==> config.mk <==
export PLATFORM = sky130hd
export DESIGN_NAME = mul64_seq
export DESIGN_NICKNAME = d
export VERILOG_FILES = /design/src/rtl/mul64_seq.sv
export SDC_FILE = /design/constraint.sdc
export NUM_CORES = 1
export LEC_CHECK = 0
export BUFFER_PORTS_ARGS = -buffer_cell sky130_fd_sc_hd__buf_4
export CAP_MARGIN = 20
export CORE_AREA = 2 2 119 167
export CTS_BUF_LIST = sky130_fd_sc_hd__clkbuf_4 sky130_fd_sc_hd__clkbuf_8 sky130_fd_sc_hd__clkbuf_16
export DETAILED_ROUTE_END_ITERATION = 6
export DIE_AREA = 0 0 121 169
export PLACE_DENSITY = 0.82
export SLEW_MARGIN = 10
export SYNTH_ARGS = -nofsm -noshare
export SYNTH_HDL_FRONTEND = slang
export SYNTH_SLANG_ARGS = --single-unit
==> constraint.sdc <==
create_clock -name clk -period 6.71 [get_ports clk]
set_input_delay 0.671 -clock clk [delete_from_list [all_inputs] [get_ports clk]]
set_output_delay 0.671 -clock clk [all_outputs]
set_load 0.01 [all_outputs]
==> src/rtl/mul64_seq.sv <==
// mul64_seq: 64x64->128 unsigned shift-add multiplier sequencing one shared cla64 adder.
module cla64 (
  input  logic [63:0] a,
  input  logic [63:0] b,
  input  logic        ci,
  output logic [63:0] s,
  output logic        co
);
  logic [63:0] g, p;
  logic [64:0] c;
  assign g = a & b;
  assign p = a ^ b;
  // 4-bit look-ahead groups, group carries rippled between groups
  always_comb begin
    c = '0;
    c[0] = ci;
    for (int k = 0; k < 64; k += 4) begin
      c[k+1] = g[k] | (p[k] & c[k]);
      c[k+2] = g[k+1] | (p[k+1] & g[k]) | (p[k+1] & p[k] & c[k]);
      c[k+3] = g[k+2] | (p[k+2] & g[k+1]) | (p[k+2] & p[k+1] & g[k]) | (p[k+2] & p[k+1] & p[k] & c[k]);
      c[k+4] = g[k+3] | (p[k+3] & g[k+2]) | (p[k+3] & p[k+2] & g[k+1]) | (p[k+3] & p[k+2] & p[k+1] & g[k])
             | (p[k+3] & p[k+2] & p[k+1] & p[k] & c[k]);
    end
  end
  assign s  = p ^ c[63:0];
  assign co = c[64];
endmodule

module mul64_seq (
  input  logic         clk,
  input  logic         reset_n,
  input  logic         op_start,
  input  logic         op_clear,
  input  logic [63:0]  multiplicand,
  input  logic [63:0]  multiplier,
  output logic [127:0] result,
  output logic         busy,
  output logic         op_done
);
  typedef enum logic [1:0] {IDLE, EXEC, DONE} state_t;
  state_t       state;
  logic [5:0]   cnt;
  logic [63:0]  m;
  logic [127:0] p;
  logic [63:0]  s;
  logic         co;
  cla64 u_cla (.a(p[127:64]), .b(p[0] ? m : 64'b0), .ci(1'b0), .s(s), .co(co));
  // The adder carry-out lands in bit 127; the 129th product bit is always zero so it is not stored
  always_ff @(posedge clk or negedge reset_n)
    if (!reset_n) begin
      state <= IDLE;
      cnt   <= '0;
      m     <= '0;
      p     <= '0;
    end else if (op_clear) begin
      state <= IDLE;
      cnt   <= '0;
      m     <= '0;
      p     <= '0;
    end else if (state != EXEC) begin
      if (op_start) begin
        m     <= multiplicand;
        p     <= {64'b0, multiplier};
        cnt   <= '0;
        state <= EXEC;
      end
    end else begin
      p   <= {co, s, p[63:1]};
      cnt <= cnt + 6'd1;
      if (cnt == 6'd63) state <= DONE;
    end
  assign result  = p;
  assign busy    = state == EXEC;
  assign op_done = state == DONE;
endmodule

# After elaboration in Yosys (flattened, before gate mapping)
# Index checks and enable logic that the tools add are counted.
word_totals:
  ff_bits: 200
  inputBits: 132
  output_inout_bits: 130
  wordCells: 437
classes:
  n_addsub: 1
  eq_ne: 5
  n_mux: 14
  bitwise: 408
  n_reduce_logical: 5
op_table:
  columns: ["op", "n"]
  rows:
  - ["128-bit two-way mux", 3]
  - ["64-bit two-way mux", 4]
  - ["1-bit bitwise AND", 249]
  - ["1-bit bitwise OR", 156]
  - ["64-bit bitwise XOR", 2]
  - ["64-bit bitwise AND", 1]
  - ["6-bit two-way mux", 3]
  - ["2-bit two-way mux", 4]
  - ["6-bit by 1-bit adder with 6-bit output (second input constant)", 1]
  - ["6-bit == test (second input constant)", 1]
  - ["2-bit AND reduction", 2]
  - ["2-bit nonzero test", 2]
  - ["3-bit inequality test (second input constant)", 1]
  - ["3-bit nonzero test", 1]
  - ["2-bit by 1-bit == test with 1-bit output (second input constant)", 1]
  - ["2-bit == test (second input constant)", 1]
  - ["2-bit by 1-bit inequality test with 1-bit output (second input constant)", 1]

# Depth between registers and ports, before layout
depth:
  depth_word: 39
  ltp_mapped: 16
  ltp_nobuf: 14

# Cells and area by module
# A second synthesis with hierarchy kept.
hier_totals:
  cells_unflattened: 1078
  area_unflattened_um2: 10919.2
by_module_without_submodules:
  columns: ["mod", "n_inst", "cells_each", "area_each_um2", "seq_area_each_um2"]
  rows:
  - ["mul64_seq", 1, 746, 8234.1, 5004.8]
  - ["cla64", 1, 332, 2685.1, 0.0]

# Worst setup path after synthesis
# No wires, ideal clock.
synth_timing:
  path_kind: "register -> register"
  from: "register p[0], in the netlist result[0]"
  to: "register p[107], in the netlist result[107]"
  setup_time_ns: 0.121
  arrival_time_ns: 3.736
  required_time_ns: 6.589
  slack_ns: 2.853
  path_stages_with_launch: 16
  path_buffers: 2
  period_less_slack_ns: 3.857
  cell_sequence: "dfrtp_1 clkbuf_1 clkbuf_1 and2_1 ha_1 a21oi_1 o21ai_1 a311oi_1 a31oi_1 o31ai_1 nand2_1 a31o_2 a21o_1 a21o_1 fa_1 a22o_1"
synth_via:
  elab_chain_len: 29
  elab_cells_between_ends: 124
  cone_classes: "mux: 3; bitwise: 121"
synth_lines:
  columns: ["item", "line_no", "text"]
  rows:
  - ["start, declared", "44", "logic [127:0] p;"]
  - ["start signal, assigned", "63", "p <= {64'b0, multiplier};"]
  - ["start signal, assigned", "68", "p <= {co, s, p[63:1]};"]
  - ["64-bit two-way mux (*)", "47", "cla64 u_cla (.a(p[127:64]), .b(p[0] ? m : 64'b0), .ci(1'b0), .s(s), .co(co));"]
  - ["64-bit bitwise XOR or 64-bit bitwise AND (tied branches)", "12, 11", null]
  - ["1-bit bitwise AND", "21", "c[k+4] = g[k+3] | (p[k+3] & g[k+2]) | (p[k+3] & p[k+2] & g[k+1]) | (p[k+3] & p[k+2] & p[k+1] & g[k])"]
  - ["1-bit bitwise OR or 1-bit bitwise AND (tied branches) (2 in series)", "21", null]
  - ["1-bit bitwise OR", "21", null]
  - ["1-bit bitwise AND", "22", "| (p[k+3] & p[k+2] & p[k+1] & p[k] & c[k]);"]
  - ["1-bit bitwise OR", "22", null]
  - ["1-bit bitwise AND", "22", null]
  - ["(+12 left out)", null, null]
  - ["1-bit bitwise OR", "22", null]
  - ["1-bit bitwise AND", "22", null]
  - ["1-bit bitwise OR", "22", null]
  - ["1-bit bitwise AND", "22", null]
  - ["1-bit bitwise OR", "22", null]
  - ["64-bit bitwise XOR (*)", "25", "assign s = p ^ c[63:0];"]
  - ["128-bit two-way mux (*)", "60", "end else if (state != EXEC) begin"]
  - ["128-bit two-way mux (*)", "55", "end else if (op_clear) begin"]
# Mark *: on every way between the ends. The rest lies on a longest branch, timed or not.
# A chain may end at the register's enable or synchronous reset.

# Worst setup path in the final report
layout_timing:
  from: "register p[0], in the netlist result[0]"
  to: "register p[108], in the netlist result[108]"
layout_via:
  elab_chain_len: 31
  elab_cells_between_ends: 126
  cone_classes: "mux: 3; bitwise: 123"
layout_lines:
  columns: ["item", "line_no", "text"]
  rows:
  - ["64-bit two-way mux (*)", "47", null]
  - ["64-bit bitwise XOR or 64-bit bitwise AND (tied branches)", "12, 11", null]
  - ["1-bit bitwise AND", "21", null]
  - ["1-bit bitwise OR or 1-bit bitwise AND (tied branches) (2 in series)", "21", null]
  - ["1-bit bitwise OR", "21", null]
  - ["1-bit bitwise AND", "22", null]
  - ["1-bit bitwise OR", "22", null]
  - ["1-bit bitwise AND", "22", null]
  - ["(+14 left out)", null, null]
  - ["1-bit bitwise OR", "22", null]
  - ["1-bit bitwise AND", "22", null]
  - ["1-bit bitwise OR", "22", null]
  - ["1-bit bitwise AND", "18", "c[k+1] = g[k] | (p[k] & c[k]);"]
  - ["1-bit bitwise OR", "18", null]
  - ["64-bit bitwise XOR (*)", "25", null]
  - ["128-bit two-way mux (*)", "60", null]
  - ["128-bit two-way mux (*)", "55", null]
# Marks and branches as above.

==> flow_metrics.py <==
metrics = {
    "sta": {
        "fmax_mhz": 215.8,
        "rsz0062_at_grt": "no",
        "post-route-period-util": 0.6907,
        "setup-tns-final_ns": 0,
        "relSlewSlack": 0.3213,
        "tightest_slew_ns": 1.018,
        "setup_viol": 0,
        "final-hold-violation-count": 0,
        "period_minus_slack_ns": 4.635,
        "skew_ns": 0.01493,
        "report.final.slew_viol_count": 0,
    },
    "synth": {
        "synth_compound_area_frac": 0.2045,
        "async_flop_share": 1.000,
        "synthXorXnorAreaFrac": 0.03429,
        "netlist.top_cell.by_area": "dfrtp_1",
        "yosys.area_share.adder": 0.1032,
        "syn_area_per_cell_sq_um": 10.57,
        "ys_ff_latch": 200,
        "synth_edf_count": 0,
        "ys.flop_type": "dfrtp_1",
        "synth_warnings": 0,
        "syn_inst": 1039,
        "syn_area_sq_um": 10980,
        "synth_fp_nets": 1252,
        "yosys-top-cells-area": "dfrtp_1 (46%), ha_1 (7.4%), a22o_1 (6.8%)",
        "synth-simple-area-share": 0.1177,
        "synth_top_area_share": 0.4557,
        "ys_seq_area_frac": 0.4557,
        "synth_top_family_by_area": "compound AO/OA/AOI/OAI gates",
        "muxShareOfSynthArea": 0.05925,
        "synth.distinct_cells": 56,
    },
    "cts": {
        "cts.sinks": 200,
        "cts_tree": "yes",
        "path_clk_slew_ns": 0.08,
        "clock_latency_ns": 0.43,
        "hold_buffers": 0,
        "ctsHtreeMaxLevel": 4,
        "cts_resized": 0,
        "clockBufferDepth": 2,
        "root_buffer": "clkbuf_16",
        "cts_buffers": 17,
        "post-cts-setup-buffers": 0,
    },
    "critical_path": {
        "cp_num_buf_inv": 0,
        "crit_family": "compound AO/OA/AOI/OAI gates",
        "worstPathArrival_ns": 4.90,
        "worst-setup-path-type": "flip-flop to flip-flop",
        "r2r-start": "result[0]$_DFFE_PN0P_",
        "slowest_stage": "dfrtp_2",
        "cp-end-kind": "flip-flop",
        "cp_slowest_stage_delay_ns": 0.97,
        "cp_common_cell": "a21o_1",
        "cp_max_fo": 66,
        "r2r_cells": 14,
        "worstPathRequired_ns": 6.98,
        "path_cells": "and2_1 > ha_1 > a21oi_1 > o21ai_1 > a311oi_1 > a31oi_1 > o31ai_1 > nand2_1 > a31o_2 > a21o_1 > a21o_1 > fa_1 > xnor2_1 > o21ai_0",
        "regToRegSetupSlack_ns": 2.08,
        "rr_endpoint": "result[108]$_DFFE_PN0P_",
        "start_kind": "flip-flop",
    },
    "route": {
        "drtIter0Drc": 494,
        "vias_per_cell": 5.877,
        "dr.pass1.iters": 5,
        "drtAntennaViolNets": 0,
        "wire_per_inst_microns": 18.51,
        "wirelength_microns": 28180,
        "drc": 0,
        "vias": 8951,
    },
    "grt": {
        "grt_max_degree": 79,
        "antenna_found_initial": 0,
        "grt_overflow_total": 0,
        "grtUsageTotal": 0.2806,
        "grt_use_met3": 0.07379,
        "use_met1": 0.3370,
        "met2_usage": 0.4751,
        "first_global_vias": 9152,
        "top_usage_layer": "met2",
        "grt_pass1_wl_microns": 45520,
    },
    "placed_design": {
        "gp_congestion": 0.8861,
        "dp.cells": 1491,
        "port_buffers": 261,
        "dp_hpwl_microns": 19840,
    },
    "power_and_ir_drop": {
        "p_per_area_nw_per_um2": 199.7,
        "finalPower_mw": 2.741,
        "p_leak_nw": 7.211,
        "ir_worst_vdd_v": 0.0001781,
    },
    "final_layout": {
        "syn_to_final_growth_pct": 24.94,
        "layout_commonest_cell": "buf_4",
        "final_core_util": 0.7224,
        "fin_nets": 1475,
        "num-fill-cells": 1428,
        "drive_above_1_share": 0.2486,
        "final_cell_mix": "buf_4 (268), dfrtp_1 (199), a22o_1 (85), nor2_1 (83), a211oi_1 (67)",
        "final_cell_count_no_fill": 1523,
        "diodes": 0,
    },
    "die": {
        "dieArea_sq_um": 20450,
        "ioPinCount": 262,
        "die_height_microns": 169,
        "dieWidth_microns": 121,
        "core_region_area_sq_um": 18990,
        "start_util": 0.5782,
        "rows": 60,
    },
    "status": {
        "status": "complete, no violations",
    },
    "flow_run": {
        "drv_cap": 0,
    },
    "hold_path": {
        "hold_path_class": "primary input to asynchronous set/reset pin",
    },
}
==> layout make-up <==
type                            instances  area [sq um]  share of cell area
Clock buffer                           17         425.4             0.03100
Tap cell                              248         310.3             0.02262
Timing Repair Buffer                  269          2026              0.1476
Multi-Input combinational cell        765          5736              0.4180
Clock inverter                         15         183.9             0.01341
Inverter                                9         33.78            0.002462
Sequential cell                       200          5006              0.3649
==> report_power, final <==
group | total (mW) | switching [mW] | internal [mW]
clock network | 1.06 | 0.494 | 0.567
logic | 0.359 | 0.186 | 0.173
registers | 1.32 | 0.0572 | 1.26
==> logic make-up (layout without fill, tap and decap cells) <==
logic type	after synthesis	in the layout
compound gates	311	311
xor+xnor	43	43
fa+ha+maj	81	81
buf+inv	74	310
flops	200	200
mux	65	65
simple gates	265	265
==> per-stage QoR <==
step / instance area [sq um] / setup WS (ns) / hold WS, ns
floorplan: 10980 / 2.853 / 0.3754
global placement: 13110 / 2.158 / 0.4758
detailed placement: 13110 / 2.076 / 0.4744
CTS: 13720 / 2.065 / 0.2311
global route: 13720 / 1.720 / 0.2443
finish: 13720 / 2.075 / 0.2095
==> cell usage after synthesis (2+ instances only) <==
| library cell | instances |
|---|---|
| a211oi_1 | 67 |
| a21boi_0 | 3 |
| a21o_1 | 28 |
| a21oi_1 | 37 |
| a22o_1 | 85 |
| a311oi_1 | 2 |
| a31oi_1 | 6 |
| a41o_1 | 2 |
| and2_1 | 64 |
| and3_1 | 2 |
| and4_1 | 3 |
| buf_1 | 8 |
| clkbuf_1 | 57 |
| dfrtp_1 | 200 |
| fa_1 | 16 |
| ha_1 | 65 |
| inv_1 | 9 |
| mux2i_1 | 65 |
| nand2_1 | 66 |
| nand2b_1 | 4 |
| nand3_1 | 8 |
| nand3b_1 | 2 |
| nand4_1 | 9 |
| nor2_1 | 85 |
| nor2b_1 | 2 |
| nor3_1 | 6 |
| nor3b_1 | 4 |
| o211a_1 | 2 |
| o21a_1 | 3 |
| o21ai_0 | 57 |
| o21ai_1 | 2 |
| o31ai_1 | 4 |
| or3_1 | 2 |
| xnor2_1 | 26 |
| xor2_1 | 17 |
==> routing by layer <==
metal,share of wire,wire length (microns)
met2,0.50,14210
met3,0.066,1870
met4,0.032,894
met5,0,0
met1,0.40,11210
==> registers in the layout, indices dropped and copies added (netlist names) <==
| name | flops |
|---|---|
| m | 64 |
| state | 2 |
| cnt | 6 |
| result | 128 |
==> worst max path at each step <==
stage                     startpoint                       to  slack, ns  cells after the start
5_1_grt        result[0]$_DFFE_PN0P_  result[108]$_DFFE_PN0P_       1.72                     14
2_1_floorplan  result[0]$_DFFE_PN0P_  result[107]$_DFFE_PN0P_       2.85                     15
3_5_place_dp   result[0]$_DFFE_PN0P_  result[108]$_DFFE_PN0P_       2.08                     14
4_1_cts        result[0]$_DFFE_PN0P_  result[108]$_DFFE_PN0P_       2.06                     14
3_3_place_gp   result[0]$_DFFE_PN0P_  result[108]$_DFFE_PN0P_       2.16                     14
6_report       result[0]$_DFFE_PN0P_  result[108]$_DFFE_PN0P_       2.08                     14
==> worst reg2reg max path, stage by stage (launching register included) <==
cell and delay, ns:
dfrtp_2 0.97, and2_1 0.25, ha_1 0.27, a21oi_1 0.16
o21ai_1 0.11, a311oi_1 0.34, a31oi_1 0.15, o31ai_1 0.71
nand2_1 0.20, a31o_2 0.30, a21o_1 0.20, a21o_1 0.19
fa_1 0.40, xnor2_1 0.14, o21ai_0 0.09
Power figures use the tool's default switching activity.
